--- src/rtl/gpio_bank_if.sv ---
// Peripheral bus between the core and gpio_bank.
// Writes take effect in a single cycle; reads return one cycle after the strobe.
interface gpio_bank_if;
    logic [5:0]  bus_addr;
    logic [31:0] bus_wdata;
    logic        bus_we;
    logic        bus_re;
    logic [31:0] bus_rdata;
    logic        bus_rvalid;

    modport master (
        output bus_addr, bus_wdata, bus_we, bus_re,
        input  bus_rdata, bus_rvalid
    );

    modport slave (
        input  bus_addr, bus_wdata, bus_we, bus_re,
        output bus_rdata, bus_rvalid
    );
endinterface

--- src/rtl/gpio_bank.sv ---
// Memory-mapped GPIO bank with per-pin direction, set/clear/toggle writes,
// synchronised inputs and edge-triggered level interrupt.
module gpio_bank #(
    parameter int unsigned      WIDTH       = 8,
    parameter int unsigned      SYNC_STAGES = 2,
    parameter logic [WIDTH-1:0] RESET_OUT   = '0
) (
    input  logic             clk,
    input  logic             rst,
    gpio_bank_if.slave       bus,
    input  logic [WIDTH-1:0] gpio_in,
    output logic [WIDTH-1:0] gpio_out,
    output logic [WIDTH-1:0] gpio_oe,
    output logic             irq
);

    localparam logic [3:0] W_DATA_OUT = 4'h0;
    localparam logic [3:0] W_DIR      = 4'h1;
    localparam logic [3:0] W_DATA_IN  = 4'h2;
    localparam logic [3:0] W_OUT_SET  = 4'h3;
    localparam logic [3:0] W_OUT_CLR  = 4'h4;
    localparam logic [3:0] W_OUT_TGL  = 4'h5;
    localparam logic [3:0] W_RISE_EN  = 4'h6;
    localparam logic [3:0] W_FALL_EN  = 4'h7;
    localparam logic [3:0] W_IRQ_PEND = 4'h8;

    typedef enum logic {ARMING, ARMED} arm_e;

    logic [WIDTH-1:0] out_q, out_d;
    logic [WIDTH-1:0] dir_q, dir_d;
    logic [WIDTH-1:0] rise_en_q, rise_en_d;
    logic [WIDTH-1:0] fall_en_q, fall_en_d;
    logic [WIDTH-1:0] pend_q, pend_d;
    logic [WIDTH-1:0] sync_q [SYNC_STAGES];
    logic [WIDTH-1:0] prev_q;
    logic [31:0]      rdata_q, rdata_d;
    logic             rvalid_q;
    arm_e             arm_q;
    logic [1:0]       arm_cnt_q;

    logic [3:0]       word;
    logic [WIDTH-1:0] wdata;
    logic [WIDTH-1:0] data_in;
    logic [WIDTH-1:0] edge_ev;
    logic [WIDTH-1:0] rd_field;
    logic [31:0]      rd_val;
    logic             unused_bus;

    assign word       = bus.bus_addr[5:2];
    assign wdata      = bus.bus_wdata[WIDTH-1:0];
    assign unused_bus = ^{bus.bus_addr[1:0], bus.bus_wdata};
    assign data_in    = sync_q[SYNC_STAGES-1];

    assign edge_ev = (arm_q == ARMED)
                   ? ((data_in & ~prev_q & rise_en_q) | (~data_in & prev_q & fall_en_q))
                   : '0;

    always_comb begin
        rd_field = '0;
        case (word)
            W_DATA_OUT: rd_field = out_q;
            W_DIR:      rd_field = dir_q;
            W_DATA_IN:  rd_field = data_in;
            W_RISE_EN:  rd_field = rise_en_q;
            W_FALL_EN:  rd_field = fall_en_q;
            W_IRQ_PEND: rd_field = pend_q;
            default:    rd_field = '0;
        endcase
        rd_val               = '0;
        rd_val[WIDTH-1:0]    = rd_field;
    end

    always_comb begin
        out_d     = out_q;
        dir_d     = dir_q;
        rise_en_d = rise_en_q;
        fall_en_d = fall_en_q;
        pend_d    = pend_q;
        if (bus.bus_we) begin
            case (word)
                W_DATA_OUT: out_d     = wdata;
                W_DIR:      dir_d     = wdata;
                W_OUT_SET:  out_d     = out_q | wdata;
                W_OUT_CLR:  out_d     = out_q & ~wdata;
                W_OUT_TGL:  out_d     = out_q ^ wdata;
                W_RISE_EN:  rise_en_d = wdata;
                W_FALL_EN:  fall_en_d = wdata;
                W_IRQ_PEND: pend_d    = pend_q & ~wdata;
                default:    ;
            endcase
        end
        // New edges are OR-ed in after the W1C so a colliding event survives.
        pend_d  = pend_d | edge_ev;
        rdata_d = bus.bus_re ? rd_val : rdata_q;
    end

    always_ff @(posedge clk) begin
        if (rst) begin
            out_q     <= RESET_OUT;
            dir_q     <= '0;
            rise_en_q <= '0;
            fall_en_q <= '0;
            pend_q    <= '0;
            prev_q    <= '0;
            rdata_q   <= '0;
            rvalid_q  <= 1'b0;
            for (int unsigned i = 0; i < SYNC_STAGES; i++) begin
                sync_q[i] <= '0;
            end
        end else begin
            out_q     <= out_d;
            dir_q     <= dir_d;
            rise_en_q <= rise_en_d;
            fall_en_q <= fall_en_d;
            pend_q    <= pend_d;
            prev_q    <= data_in;
            rdata_q   <= rdata_d;
            rvalid_q  <= bus.bus_re;
            sync_q[0] <= gpio_in;
            for (int unsigned i = 1; i < SYNC_STAGES; i++) begin
                sync_q[i] <= sync_q[i-1];
            end
        end
    end

    // Hold off detection until the synchroniser and prev have flushed the reset zeros.
    always_ff @(posedge clk) begin
        if (rst) begin
            arm_q     <= ARMING;
            arm_cnt_q <= '0;
        end else begin
            case (arm_q)
                ARMING: begin
                    if (arm_cnt_q == 2'(SYNC_STAGES)) begin
                        arm_q <= ARMED;
                    end else begin
                        arm_cnt_q <= arm_cnt_q + 2'd1;
                    end
                end
                ARMED:   arm_q <= ARMED;
                default: arm_q <= ARMING;
            endcase
        end
    end

    assign gpio_out       = out_q;
    assign gpio_oe        = dir_q;
    assign irq            = |pend_q;
    assign bus.bus_rdata  = rdata_q;
    assign bus.bus_rvalid = rvalid_q;

endmodule

--- src/flat_wrapper.sv ---
// flat-port wrapper written by rule: the top's interface ports become plain ports
module gpio_bank_flat 
#(
    parameter int unsigned      WIDTH       = 8,
    parameter int unsigned      SYNC_STAGES = 2,
    parameter logic [WIDTH-1:0] RESET_OUT   = '0
)
  (clk, rst, gpio_in, gpio_out, gpio_oe, irq, bus_bus_addr, bus_bus_wdata, bus_bus_we, bus_bus_re, bus_bus_rdata, bus_bus_rvalid);
  gpio_bank_if bus_i ();
  input  logic clk;
  input  logic rst;
  input  logic [WIDTH-1:0] gpio_in;
  output logic [WIDTH-1:0] gpio_out;
  output logic [WIDTH-1:0] gpio_oe;
  output logic irq;
  input wire logic [$bits(bus_i.bus_addr)-1:0] bus_bus_addr;
  input wire logic [$bits(bus_i.bus_wdata)-1:0] bus_bus_wdata;
  input wire logic [$bits(bus_i.bus_we)-1:0] bus_bus_we;
  input wire logic [$bits(bus_i.bus_re)-1:0] bus_bus_re;
  output wire logic [$bits(bus_i.bus_rdata)-1:0] bus_bus_rdata;
  output wire logic [$bits(bus_i.bus_rvalid)-1:0] bus_bus_rvalid;
  assign bus_i.bus_addr = bus_bus_addr;
  assign bus_i.bus_wdata = bus_bus_wdata;
  assign bus_i.bus_we = bus_bus_we;
  assign bus_i.bus_re = bus_bus_re;
  assign bus_bus_rdata = bus_i.bus_rdata;
  assign bus_bus_rvalid = bus_i.bus_rvalid;
  gpio_bank #(.WIDTH(WIDTH), .SYNC_STAGES(SYNC_STAGES), .RESET_OUT(RESET_OUT)) u_core (.clk(clk), .rst(rst), .bus(bus_i), .gpio_in(gpio_in), .gpio_out(gpio_out), .gpio_oe(gpio_oe), .irq(irq));
endmodule
--- config.mk ---
export PLATFORM = sky130hd
export DESIGN_NAME = gpio_bank_flat
export DESIGN_NICKNAME = d
export VERILOG_FILES = /design/src/rtl/gpio_bank_if.sv /design/src/rtl/gpio_bank.sv /design/src/flat_wrapper.sv
export SDC_FILE = /design/constraint.sdc
export NUM_CORES = 1
export LEC_CHECK = 0
export BUFFER_PORTS_ARGS = -buffer_cell sky130_fd_sc_hd__buf_2
export CAP_MARGIN = 20
export CORE_MARGIN = 1
export CORE_UTILIZATION = 30
export CTS_BUF_LIST = sky130_fd_sc_hd__clkbuf_4
export DETAILED_ROUTE_END_ITERATION = 8
export PLACE_DENSITY = 0.55
export SLEW_MARGIN = 20
export SYNTH_ARGS = -nofsm -noshare
export SYNTH_HDL_FRONTEND = slang
export SYNTH_SLANG_ARGS = --single-unit
--- constraint.sdc ---
create_clock -name clk -period 1.5 [get_ports clk]
set_clock_uncertainty 0.15 [all_clocks]
set_input_delay 0.3 -clock clk [delete_from_list [all_inputs] [get_ports clk]]
set_output_delay 0.3 -clock clk [all_outputs]
set_load 0.05 [all_outputs]
Word-level counts from Yosys, hierarchy flattened
Memory sizes are Yosys's and may differ from the RTL's. Index checks and enable logic that the tools add are counted. W data, S select, Z words.

Bits in writable memories: 16. Output and inout port bits: 50. Register bits after elaboration: 60. Bits in latches: 0. ROM bits: 0. Memories kept: 1.

Shifts and indexed selects: 0. Order comparisons: 0. Multipliers: 0. Bitwise gates (word level): 17. Eq/ne operators: 9. Add/subtract/negate cells: 1. Reductions and logical operators: 8. Muxes and demuxes: 12. Divide/modulo/power cells: 0.

Memories: u_core.sync_q (depth 2, bits a word 8, rd ports 2, clocked after memory_dff 0, wr ports 2, line gpio_bank.sv:34) `logic [WIDTH-1:0] sync_q [SYNC_STAGES];`.

Operator list (number): $and A8 B8 Y8 (6); $pmux W8 S6 (1); $mux W8 (5); $pmux W8 S4 (1); $not A8 Y8 (3); $or A8 B8 Y8 (3); $eq A4 B3 Y1 const B (4); $reduce_and A2 Y1 (5); $eq A4 B2 Y1 const B (2); $reduce_or A8 Y1 (1); $xor A8 B8 Y8 (1); $eq A4 B1 Y1 const B (1); $eq A4 B4 Y1 const B (1); $logic_not A4 Y1 (1); $mux W1 (4); $reduce_bool A4 Y1 (1); $add A2 B1 Y2 const B (1); $eq A2 B2 Y1 const B (1); $not A1 Y1 (2); $or A1 B1 Y1 (2); $pmux W1 S2 (1).

Longest topological paths before layout
Gate-level depths: netlist of run 1. An unclocked memory read counts as a cell.

Depth after elaboration: 7. Gate-level depth with buffers: 7. Mapped depth without buffers: 6.

Least setup slack after synthesis of run 1
OpenSTA, ideal clock, no wires.

Path type: register to register. From: register u_core.out_q[0], in the netlist u_core.gpio_out[0]. To: register u_core.out_q[0], in the netlist u_core.gpio_out[0]. Cell stages (with the launch flop): 7. Arrival: 1622 ps. Period minus slack after synthesis: 1889 ps. Setup time: 117 ps. Buffers on the path: 0. Path slack: -389 ps. Path through: dfxtp_1 -> inv_1 -> ha_1 -> nand2_1 -> a22oi_1 -> a211o_1 -> a32o_1.

Cells in the longest elaborated chain, start to end: 2. Elaborated cells between the ends (all ways): 4.

Ends and longest elaborated chain: start: declaration (line gpio_bank.sv:29) `logic [WIDTH-1:0] out_q, out_d;`; start signal: assignment (line gpio_bank.sv:111) `out_q <= out_d;`; $xor A8 B8 Y8, or another cell as far along (line gpio_bank.sv:85) `W_OUT_TGL: out_d = out_q ^ wdata;`; $pmux W8 S4 * (line gpio_bank.sv:80) `case (word)`.

Mark *: on every way between the ends. The rest lies on a longest branch, timed or not. A chain may end at the register's enable or synchronous reset.

Worst setup path in the final report of run 1
From: register u_core.pend_q[5]. To: output port irq.

Cells in the longest elaborated chain, start to end: 1.

Ends and longest elaborated chain: start: declaration (line gpio_bank.sv:33) `logic [WIDTH-1:0] pend_q, pend_d;`; start signal: assignment (line gpio_bank.sv:115) `pend_q <= pend_d;`; $reduce_or A8 Y1 (line gpio_bank.sv:148) `assign irq = |pend_q;`; end: declaration (line flat_wrapper.sv:15) `output logic irq;`.

No other way between the ends.

==> results by group, run 1 <==
Outcome
  • Status: finished with violations
  • Violated checks: negative setup slack

Die
  • Initial cell density of the core: 0.307
  • Core region area: 0.0126 sq mm
  • Die extent in y: 116 um
  • Overall die width: 116 um
  • Total die area: roughly 0.013 sq mm
  • Cell Rows: between 40 and 50
  • IO Count: 100

CTS
  • Cts bufs inserted: 9
  • Root Driver: clkbuf_4
  • Clk sinks: 76
  • CTS tree: done
  • H-tree depth: 3
  • Worst skew pair latency: around 430 ps
  • Clock transition at path regs: ~140 ps
  • Clk buf depth: 2

Critical path
  • CP max stage cell: dfxtp_2
  • CP delay by family, top: simple AND/OR/NAND/NOR gates
  • Critical path class: reg -> out
  • Start of the worst register-to-register path: u_core.gpio_out[3]
  • Max stage delay on crit path: 360 ps
  • Worst Reg-to-Reg Cells: 5
  • Critical path startpoint category: flop
  • Reg2reg end: u_core.gpio_out[3]
  • WP buf/inv: 1
  • CP required: ~1100 ps
  • Crit path arrival time: 1340 ps
  • Max Fanout on Critical Path: 2
  • Worst R2R Setup Slack: around 30 ps
  • Kind of end point of the critical path: primary output
  • CP cell instances: nor4_2, nand2_1, buf_6

Logic synthesis
  • #FFs+latches synth: 76
  • Post-Syn Area per Cell: approximately 8.8 sq um
  • Mapped Cells: roughly 440
  • Synth top area share: 0.393
  • Post-synth EDFFs: 0
  • Top cells by count, synth: dfxtp_1 (76), nor2_1 (45), nand2_1 (29), buf_4 (28), nor2b_1 (28)
  • Main synth FF type: dfxtp_1
  • Synth area leader: dfxtp_1
  • Ys async rst share: 0
  • Most instantiated library cell after synthesis: dfxtp_1
  • Synth warnings: 0
  • Synth Cell Area: between 0.003 and 0.004 sq mm
  • Top post-synthesis cells by area: dfxtp_1 (39%), mux2i_1 (6.5%), ha_1 (5.5%)
  • Yosys cell types: 45
  • Register area share after synthesis: 0.393

Final layout
  • Layout Nets: between 600 and 700
  • Diode count: 0
  • Fraction of layout cells with a size suffix above 1: 0.321
  • Filler cells: 1310
  • Synth-to-Final Area Change: 33.2%

Global routing
  • Gr usage total: 0.166
  • Pin count of the biggest net entering global routing: 68
  • Vias in the first global route: between 3000 and 4000
  • Initial antenna violation count: 0
  • Remaining global-route overflow: 0
  • First-pass GRT wire length: 16700 um

Power
  • Leak: slightly above 2 nW
  • VDD IR max: 620 uV
  • Total power draw: 0.00435 W
  • Pwr per Cell Area: between 800 and 900 mW/mm^2

STA
  • Tcrit/Tclk final: 1.20
  • Final worst slack: -294 ps
  • Slew Viols, Final: 0
  • Tmin final: roughly 1800 ps
  • Final setup viols: 3
  • Achievable Freq: about 0.56 GHz
  • RSZ-0062 raised after global routing: yes
  • Final Hold Viols: 0

Routing
  • Routed via count: roughly 3400
  • Starting DRT DRC Count: 188
  • WL/cell: about 15 um
  • DR DRC count: 0
  • Drt first pass iters: 4
  • Avg Vias per Cell: about 4.8
  • Final Routed Wirelength: around 11000 um
  • Antenna Violating Nets Remaining: 0

Run
  • Max-cap violations: 0

Placed design
  • # port buffers: 49
  • Gpl congestion: about 0.81
  • Hpwl dp: around 7600 um
  • Dpl ws: -324 ps

Hold path
  • Hold crit path type: in -> reg
  • Hold path startpoint: bus_bus_wdata[3]
  • Hold path cells: 4
  • WHS Endpoint: u_core.gpio_oe[3]
[metrics by stage]
stage	setup TNS [ps]	instances	utilization	hold WS (ps)	instance area (sq um)
finish	-315	711	0.408	114	5150
global placement	-9650	683	0.369	266	4660
global route	-493	711	0.408	107	5150
detailed placement	-10050	683	0.369	271	4660
CTS	-361	709	0.398	98.9	5030
floorplan	-651	462	-	264	4120
[state kept, by name, summed over array words and instances (netlist names)]
signal and count:
u_core.bus.bus_rvalid 1, u_core.arm_cnt_q 2, u_core.fall_en_q 8, u_core.gpio_oe 8, u_core.bus.bus_rdata 8, u_core.gpio_out 8
u_core.pend_q 8, u_core.prev_q 8, u_core.arm_q 1, u_core.sync_q 16, u_core.rise_en_q 8
[logic make-up (layout without fill, tap and decap cells)]
family | count (synthesis) | count (layout) | synth area share
and+or+nand+nor | 146 | 146 | 0.196
xor gates and xnor gates | 2 | 2 | 0.00453
muxes | 25 | 25 | 0.0646
adders and majority gates | 17 | 17 | 0.0549
buffers and inverters | 74 | 151 | 0.108
AOI/OAI and AO/OA | 98 | 98 | 0.178
DFF | 76 | 76 | 0.393
other | 1 | 24 | 0.000969
[where the power goes]
| part | internal, W | leakage, nW | switching, W |
|---|---|---|---|
| sequential | 0.00210 | 0.631 | 0.0000863 |
| clock | 0.000512 | 0.0719 | 0.000719 |
| combinational | 0.000362 | 1.37 | 0.000571 |
| total | 0.00298 | 2.07 | 0.00138 |
[area by class of cell]
| type | instances | area, sq um | share of cell area |
|---|---|---|---|
| inverter | 19 | 73.8 | 0.0143 |
| timing repair buffer | 117 | 982 | 0.191 |
| sequential | 76 | 1570 | 0.304 |
| tap | 172 | 215 | 0.0417 |
| multi-input combinational | 312 | 2190 | 0.425 |
| clock buffer | 10 | 75.1 | 0.0146 |
| clock inverter | 5 | 52.6 | 0.0102 |
[placed cells by master (no fill, tap or decap), types with 3 or more instances in the layout]
cell           count
dfxtp_2           11
mux2i_1           25
nor2_1            45
buf_12             3
a22o_1             5
buf_8              3
inv_2              8
inv_1             10
a22oi_1           18
nand3_1           18
buf_6             21
nand2_1           27
ha_4               8
a21oi_1           21
a32o_1             8
a311o_1            3
dlygate4sd3_1      9
a211oi_1           4
buf_2             23
o21ai_0           16
dfxtp_4            8
a211o_1            5
nor2b_1           28
ha_1               9
a22oi_2            4
conb_1            24
clkbuf_4          12
buf_4             56
o21ai_1            4
dfxtp_1           57
nand3b_1           8
[worst register-to-register path, cell delays in order, from the launching register on]
cell and delay, ps:
dfxtp_4 390, ha_4 160, nand2b_4 60, a22oi_2 50, a311o_1 320, a32o_1 250
[layer usage]
metal	track usage	vias to the layer above	share of wire
met1	0.212	1630	0.47
li1	-	1679	-
met5	0	-	0
met3	0.0272	16	0.030
met2	0.280	67	0.49
met4	0.0606	0	0.017
[timing repair]
item / in CTS / in global routing
pin swaps: 7 / 3
buffers inserted: 3 / 2
hold buffers: 9 / 0
resized for setup: 43 / 32
endpoints found under the setup margin: 25 / 27
cloned: 0 / 0
endpoints found under the hold margin: 9 / 0
[worst max-delay path by stage]
| stage | start | endpoint | slack [ps] | cells after the start |
|---|---|---|---|---|
| 3_5_place_dp | bus_bus_addr[3] | u_core.bus.bus_rdata[0] | -320 | 6 |
| 4_1_cts | u_core.pend_q[5] | irq | -310 | 3 |
| 6_report | u_core.pend_q[5] | irq | -290 | 3 |
| 3_3_place_gp | bus_bus_addr[3] | u_core.bus.bus_rdata[6] | -260 | 6 |
| 2_1_floorplan | u_core.gpio_out[0] | u_core.gpio_out[0] | -60 | 6 |
| 5_1_grt | u_core.pend_q[5] | irq | -380 | 3 |
(Power assumes the default switching activity.)
==> inputs of run 2 (changes only) <==
--- a/config.mk
+++ b/config.mk
@@ -13,5 +13,4 @@
 export DETAILED_ROUTE_END_ITERATION = 8
 export PLACE_DENSITY = 0.55
-export SLEW_MARGIN = 20
 export SYNTH_ARGS = -nofsm -noshare
 export SYNTH_HDL_FRONTEND = slang
==> constraint.sdc (replaced) <==
create_clock -name clk -period 1.5 [get_ports clk]
set_clock_uncertainty 0.15 [all_clocks]
set_input_delay 0 -clock clk [delete_from_list [all_inputs] [get_ports clk]]
set_output_delay 0 -clock clk [all_outputs]
set_load 0.05 [all_outputs]
==> run 2 against run 1 <==
  * The flow still finishes with violations (negative setup slack)
  * Utilization about the same
  * Cell count up 2.1%
  * Count of clock-buffer cells in the layout down 1
  * Combinational power up 0.8%
  * Maximum frequency up 19%
  * Register-to-register slack about the same
  * Non-clock buffer count up 13
  * Clock power up 15%
  * Global-route usage up 0.34 points
==> results by group, run 2 (synthesis results as in run 1) <==
Power
  • Int Power: 0.00313 W (+5.1%)
  • Comb pwr share: 0.207 (-0.007)
  • Pwr per Cell Area: 879 mW/mm^2 (+4.1%)
  • Psw: 0.00141 W (+2.3%)
  • Clock power frac: 0.313 (+0.030)
  • Sw Ratio: 0.311 (-0.00577)
  • Sequential power share: 0.480 (-0.023)
  • VDD IR max: 473 uV (-24%)
  • Leak: 2.11 nW (+2.0%)

Final layout
  • Reg with most FFs: u_core.sync_q
  • Max reg flops: 16 (unchanged)
  • Final design utilization: 0.409 (+0.000496)
  • Fraction of layout cells with a size suffix above 1: 0.271 (-0.0497)
  • Synth-to-Final Area Change: 33.3%
  • Leading cell type in the layout, fill and taps excluded: dfxtp_1
  • Layout Nets: 615 (+2.2%)
  • Most frequent cells in the layout: dfxtp_1 (66), buf_2 (47), nor2_1 (44)

CTS
  • Clock transition at path regs: 120 ps (-20 ps)
  • Clk sinks: 76 (unchanged)
  • Cts bufs inserted: 9 (unchanged)
  • Clk buf depth: 2 (unchanged)
  • H-tree depth: 3 (unchanged)
  • Root Driver: clkbuf_4
  • Worst skew pair latency: 430 ps (about the same)
  • CTS tree: done

STA
  • Tmin final: 1510 ps (-282 ps)
  • Tcrit/Tclk final: 1.01 (-0.188)
  • Hold WS: 24.4 ps (-89.6 ps)
  • RSZ-0062 raised after global routing: yes
  • Final worst slack: -12.4 ps (+282 ps)
  • Final setup viols: 1 (-2)
  • Setup TNS: -12.4 ps (+302 ps)
  • Tightest Pin Transition: around 640 ps
  • Final Hold Viols: 0 (unchanged)
  • Achievable Freq: 0.661 GHz (+19%)
  • Max-slew headroom: 0.575
  • Slew Viols, Final: 0 (unchanged)

Die
  • Initial cell density of the core: 0.307 (unchanged)
  • Total die area: 0.0134 sq mm (unchanged)
  • Core region area: 0.0126 sq mm (unchanged)
  • IO Count: 100 (unchanged)
  • Overall die width: 116 um (unchanged)
  • Cell Rows: 41 (unchanged)
  • Die extent in y: 116 um (unchanged)

Routing
  • WL/cell: 14.9 um (+0.73%)
  • Starting DRT DRC Count: 158 (-16%)
  • Routed via count: 3465 (+2.2%)
  • Final Routed Wirelength: 10800 um (+2.9%)
  • Avg Vias per Cell: 4.77 (about the same)
  • Drt first pass iters: 4 (unchanged)
  • DR DRC count: 0 (unchanged)
  • Antenna Violating Nets Remaining: 0 (unchanged)

Global routing
  • First-pass GRT wire length: 17300 um (+3.2%)
  • Vias in the first global route: 3321 (+1.7%)
  • Initial antenna violation count: 1 (+1)
  • Gr usage total: 0.169 (+0.00341)
  • Pin count of the biggest net entering global routing: 68 (unchanged)
  • Remaining global-route overflow: 0 (unchanged)

Placed design
  • # port buffers: 49 (unchanged)
  • Gpl congestion: 0.821 (+0.81%)
  • Hpwl dp: 7490 um (-1.9%)

Run
  • Max-cap violations: 0 (unchanged)

Critical path
  • Kind of end point of the critical path: primary output
  • Critical path class: reg -> out
  • Max Fanout on Critical Path: 3 (+1)
  • Crit path arrival time: 1360 ps (+20 ps)
  • CP required: 1350 ps (+300 ps)
  • Critical path startpoint category: flop

Outcome
  • Violated checks: negative setup slack
  • Status: finished with violations

Hold path
  • Hold crit path type: in -> reg
[run 2: area by class of cell]
class                           count  area (sq um)
Sequential cell                    76          1550
Inverter                           19          76.3
Clock inverter                      7          88.8
Tap cell                          172           215
Multi-Input combinational cell    312          2160
Clock buffer                        9          67.6
Fill cell                        1307          7460
Timing Repair Buffer              130           998
Antenna cell                        1          2.50
[run 2: power by group through the flow]
stage	Combinational, W	Clock [W]	Sequential, W
global placement	0.000804	0	0.00222
global route	0.00102	0.00157	0.00220
detailed placement	0.000824	0	0.00223
floorplan	0.000564	0	0.00228
CTS	0.000897	0.00147	0.00218
finish	0.000940	0.00142	0.00218
[run 2: final timing paths]
path,from,endpoint,depth (start not counted),slack (ps)
max,u_core.pend_q[5],irq,3,-10
min,bus_bus_addr[2],u_core.bus.bus_rdata[5],4,20
max reg2reg,u_core.gpio_out[5],u_core.gpio_out[5],6,30
min reg2reg,u_core.sync_q[0][7],u_core.sync_q[0][15],1,300
[run 2: timing repair]
item	4_1_cts	5_1_grt
setup buffers	1	3
endpoints found under the hold margin	75	0
setup endpoints to repair	2	18
hold buffers	35	0
gates cloned	0	1
pin swaps	2	16
resized for setup	4	18
[run 2: critical path, cell delays in order (launching register included)]
cell     delay (ps)
dfxtp_2         370
nor4_4          270
nand2_1         130
buf_6           170
[run 2: per-stage QoR]
| step | power (W) | area (sq um) | setup WS, ps | cells |
|---|---|---|---|---|
| 2_1_floorplan | 0.00284 | 4040 | -59.1 | 462 |
| 3_3_place_gp | 0.00303 | 4490 | 1.61 | 669 |
| 3_5_place_dp | 0.00305 | 4490 | -2.70 | 669 |
| 4_1_cts | 0.00454 | 5010 | -53.4 | 721 |
| 5_1_grt | 0.00479 | 5160 | -107 | 726 |
| 6_report | 0.00454 | 5160 | -12.4 | 726 |
[run 2: routing by layer]
metal | GRT usage | up-vias | share of wire
met4 | 0.0623 | 0 | 0.0071
li1 | - | 1707 | -
met2 | 0.278 | 93 | 0.49
met3 | 0.0309 | 6 | 0.049
met1 | 0.220 | 1659 | 0.46
met5 | 0 | - | 0
==> inputs of run 3 (changes only) <==
- CORE_ASPECT_RATIO: unset -> 0.8
- CORE_UTILIZATION: 30 -> 34
- PLACE_DENSITY: 0.55 -> 0.6
==> run 3 against run 2 <==
  * Maximum frequency fell by 4.0%
  * Count of clock-buffer cells in the layout grew 2
  * Die area decreased by 12%
  * The flow still finishes with violations (negative setup slack)
  * Non-clock buffer count is 4 lower
  * Wire length decreased by 1.5%
  * Global-route usage rose by 1.2 points
  * First-iteration DRC count increased by 15%
  * Setup slack lost 63 ps
  * Utilization grew 6.1 points
  * Clock power increased by 13%
==> results by group, run 3 (synthesis results as in run 1) <==
Outcome
  • Status: finished with violations
  • Violated checks: negative setup slack

STA
  • Tmin final: 1580 ps (+63.0 ps)
  • Final Hold Viols: 0 (unchanged)
  • Max-slew headroom: 0.560 (-0.0146)
  • Tightest Pin Transition: 657 ps (+21.8 ps)
  • RSZ-0062 raised after global routing: yes
  • Final setup viols: 1 (unchanged)
  • Slew Viols, Final: 0 (unchanged)
  • Final worst slack: -75.3 ps (-63.0 ps)
  • Tcrit/Tclk final: 1.05 (+0.0420)
  • Achievable Freq: 0.635 GHz (-4.0%)

CTS
  • CTS tree: done
  • Worst skew pair latency: 460 ps (+30 ps)
  • Clk buf depth: 2 (unchanged)
  • Root Driver: clkbuf_4
  • Clk sinks: 76 (unchanged)
  • Clock transition at path regs: 130 ps (about the same)
  • Cts bufs inserted: 9 (unchanged)
  • H-tree depth: 3 (unchanged)

Critical path
  • CP delay by family, top: simple AND/OR/NAND/NOR gates
  • CP max stage cell: dfxtp_2
  • Critical path startpoint category: flop
  • Max Fanout on Critical Path: 2 (-1)
  • CP cell instances: nor4_4, nand2_2, buf_6
  • Critical path class: reg -> out
  • WP buf/inv: 1 (unchanged)
  • Kind of end point of the critical path: primary output
  • Max stage delay on crit path: 360 ps (about the same)
  • Crit path arrival time: 1430 ps (+70 ps)
  • CP required: 1350 ps (about the same)

Final layout
  • Multi-input gate area: 0.00218 sq mm (+0.87%)
  • Synth-to-Final Area Change: 33.2%
  • Reg with most FFs: u_core.sync_q
  • Reg area: 0.00155 sq mm (unchanged)
  • Diode count: 0 (-1)
  • Layout Nets: 611 (-0.65%)
  • Leading cell type in the layout, fill and taps excluded: dfxtp_1
  • Final instance area: 0.00515 sq mm (-0.12%)
  • Filler cells: 1063 (-19%)
  • Most frequent cells in the layout: dfxtp_1 (66), buf_2 (48), nor2_1 (45)
  • Fraction of layout cells with a size suffix above 1: 0.281 (+0.00926)
  • Max reg flops: 16 (unchanged)

Global routing
  • Pin count of the biggest net entering global routing: 67 (-1.5%)
  • First-pass GRT wire length: 16300 um (-5.5%)
  • GR Util met1: 0.243 (+0.0229)
  • Vias in the first global route: 3174 (-4.4%)
  • Initial antenna violation count: 0 (-1)
  • GR Util met3: 0.0446 (+0.0137)
  • Remaining global-route overflow: 0 (unchanged)
  • Met2 usage in global routing: 0.284 (+0.00585)
  • Gr usage total: 0.181 (+0.0119)
  • Gr busiest metal: met2

Die
  • Core region area: 0.0110 sq mm (-13%)
  • Overall die width: 121 um (+4.9%)
  • Cell Rows: 34 (-17%)
  • IO Count: 100 (unchanged)
  • Die extent in y: 97.4 um (-16%)
  • Total die area: 0.0118 sq mm (-12%)
  • Initial cell density of the core: 0.353 (+0.0460)

Routing
  • Starting DRT DRC Count: 181 (+15%)
  • Final Routed Wirelength: 10600 um (-1.5%)
  • Antenna Violating Nets Remaining: 0 (unchanged)
  • DR DRC count: 0 (unchanged)
  • Routed via count: 3526 (+1.8%)
  • Drt first pass iters: 5 (+1)
  • WL/cell: 15.3 um (+3.2%)
  • Avg Vias per Cell: 5.09 (+6.6%)

Power
  • Leak: 2.11 nW (-0.23%)
  • Pwr per Cell Area: 914 mW/mm^2 (+4.0%)
  • Total power draw: 0.00471 W (+3.9%)
  • VDD IR max: 545 uV (+15%)

Placed design
  • Gpl congestion: 0.825 (+0.57%)
  • Hpwl dp: 7190 um (-4.1%)
  • # port buffers: 49 (unchanged)
  • DP Area: 0.00446 sq mm (-0.56%)

Hold path
  • Hold crit path type: in -> reg

Run
  • Max-cap violations: 0 (unchanged)
## run 3: cell count changes in the layout (fill, tap and decap cells not counted), moves of 2 or more
cell and delta:
a22oi_1 -2, buf_12 +2, a22oi_2 +2, dlygate4sd3_1 -2, buf_4 -4
## run 3: worst register-to-register path, delay by kind of cell, from the launching register on
family	cells	cell delay, ps
AND/OR/NAND/NOR	1	70
flip-flops	1	380
AO/OA/AOI/OAI	3	610
adder cells (fa/ha/maj)	1	150
## run 3: worst paths after layout
check / from / end / slack, ps / cells past startpoint
hold / removal: bus_bus_addr[5] / u_core.gpio_out[7] / 40 / 4
setup reg to reg: u_core.gpio_out[3] / u_core.gpio_out[3] / 30 / 5
hold reg to reg: u_core.sync_q[0][5] / u_core.sync_q[0][13] / 300 / 1
setup / recovery: u_core.pend_q[1] / irq / -80 / 3
## run 3: layer usage
layer  wire length [um]  share of wire  vias up
li1                   -              -     1697
met1               5020           0.47     1697
met2               4930           0.46      120
met3                559          0.053       12
met4                129          0.012        0
met5                  0              0        -
## run 3: timing repair
item	in CTS	in global routing
gates cloned	0	1
setup buffers	3	2
hold endpoints to repair	75	0
gates resized for setup	7	18
setup endpoints to repair	3	12
hold buffers	32	0
pin swaps	4	15
## run 3: layout make-up
cell class,count,share of cell area
clock buffer,11,0.0160
clock inverter,5,0.0194
inverter,19,0.0148
multi-input combinational,312,0.422
sequential,76,0.301
tap,144,0.0350
timing repair buffer,126,0.191
## run 3: stage by stage
stage | instances | setup slack (ps) | utilization | hold WS [ps] | setup TNS (ps)
2_1_floorplan | 462 | -59.1 | - | -21.8 | -177
3_3_place_gp | 639 | 2.11 | 0.407 | 56.5 | 0
3_5_place_dp | 639 | -8.90 | 0.407 | 67.5 | -8.90
4_1_cts | 690 | -92.1 | 0.458 | 3.70 | -92.1
5_1_grt | 693 | -116 | 0.470 | 47.9 | -132
6_report | 693 | -75.3 | 0.470 | 35.6 | -75.3
## run 3: report_power, final
part           switching, W  internal [W]
logic              0.000580      0.000348
clock network      0.000732      0.000876
registers         0.0000767       0.00210
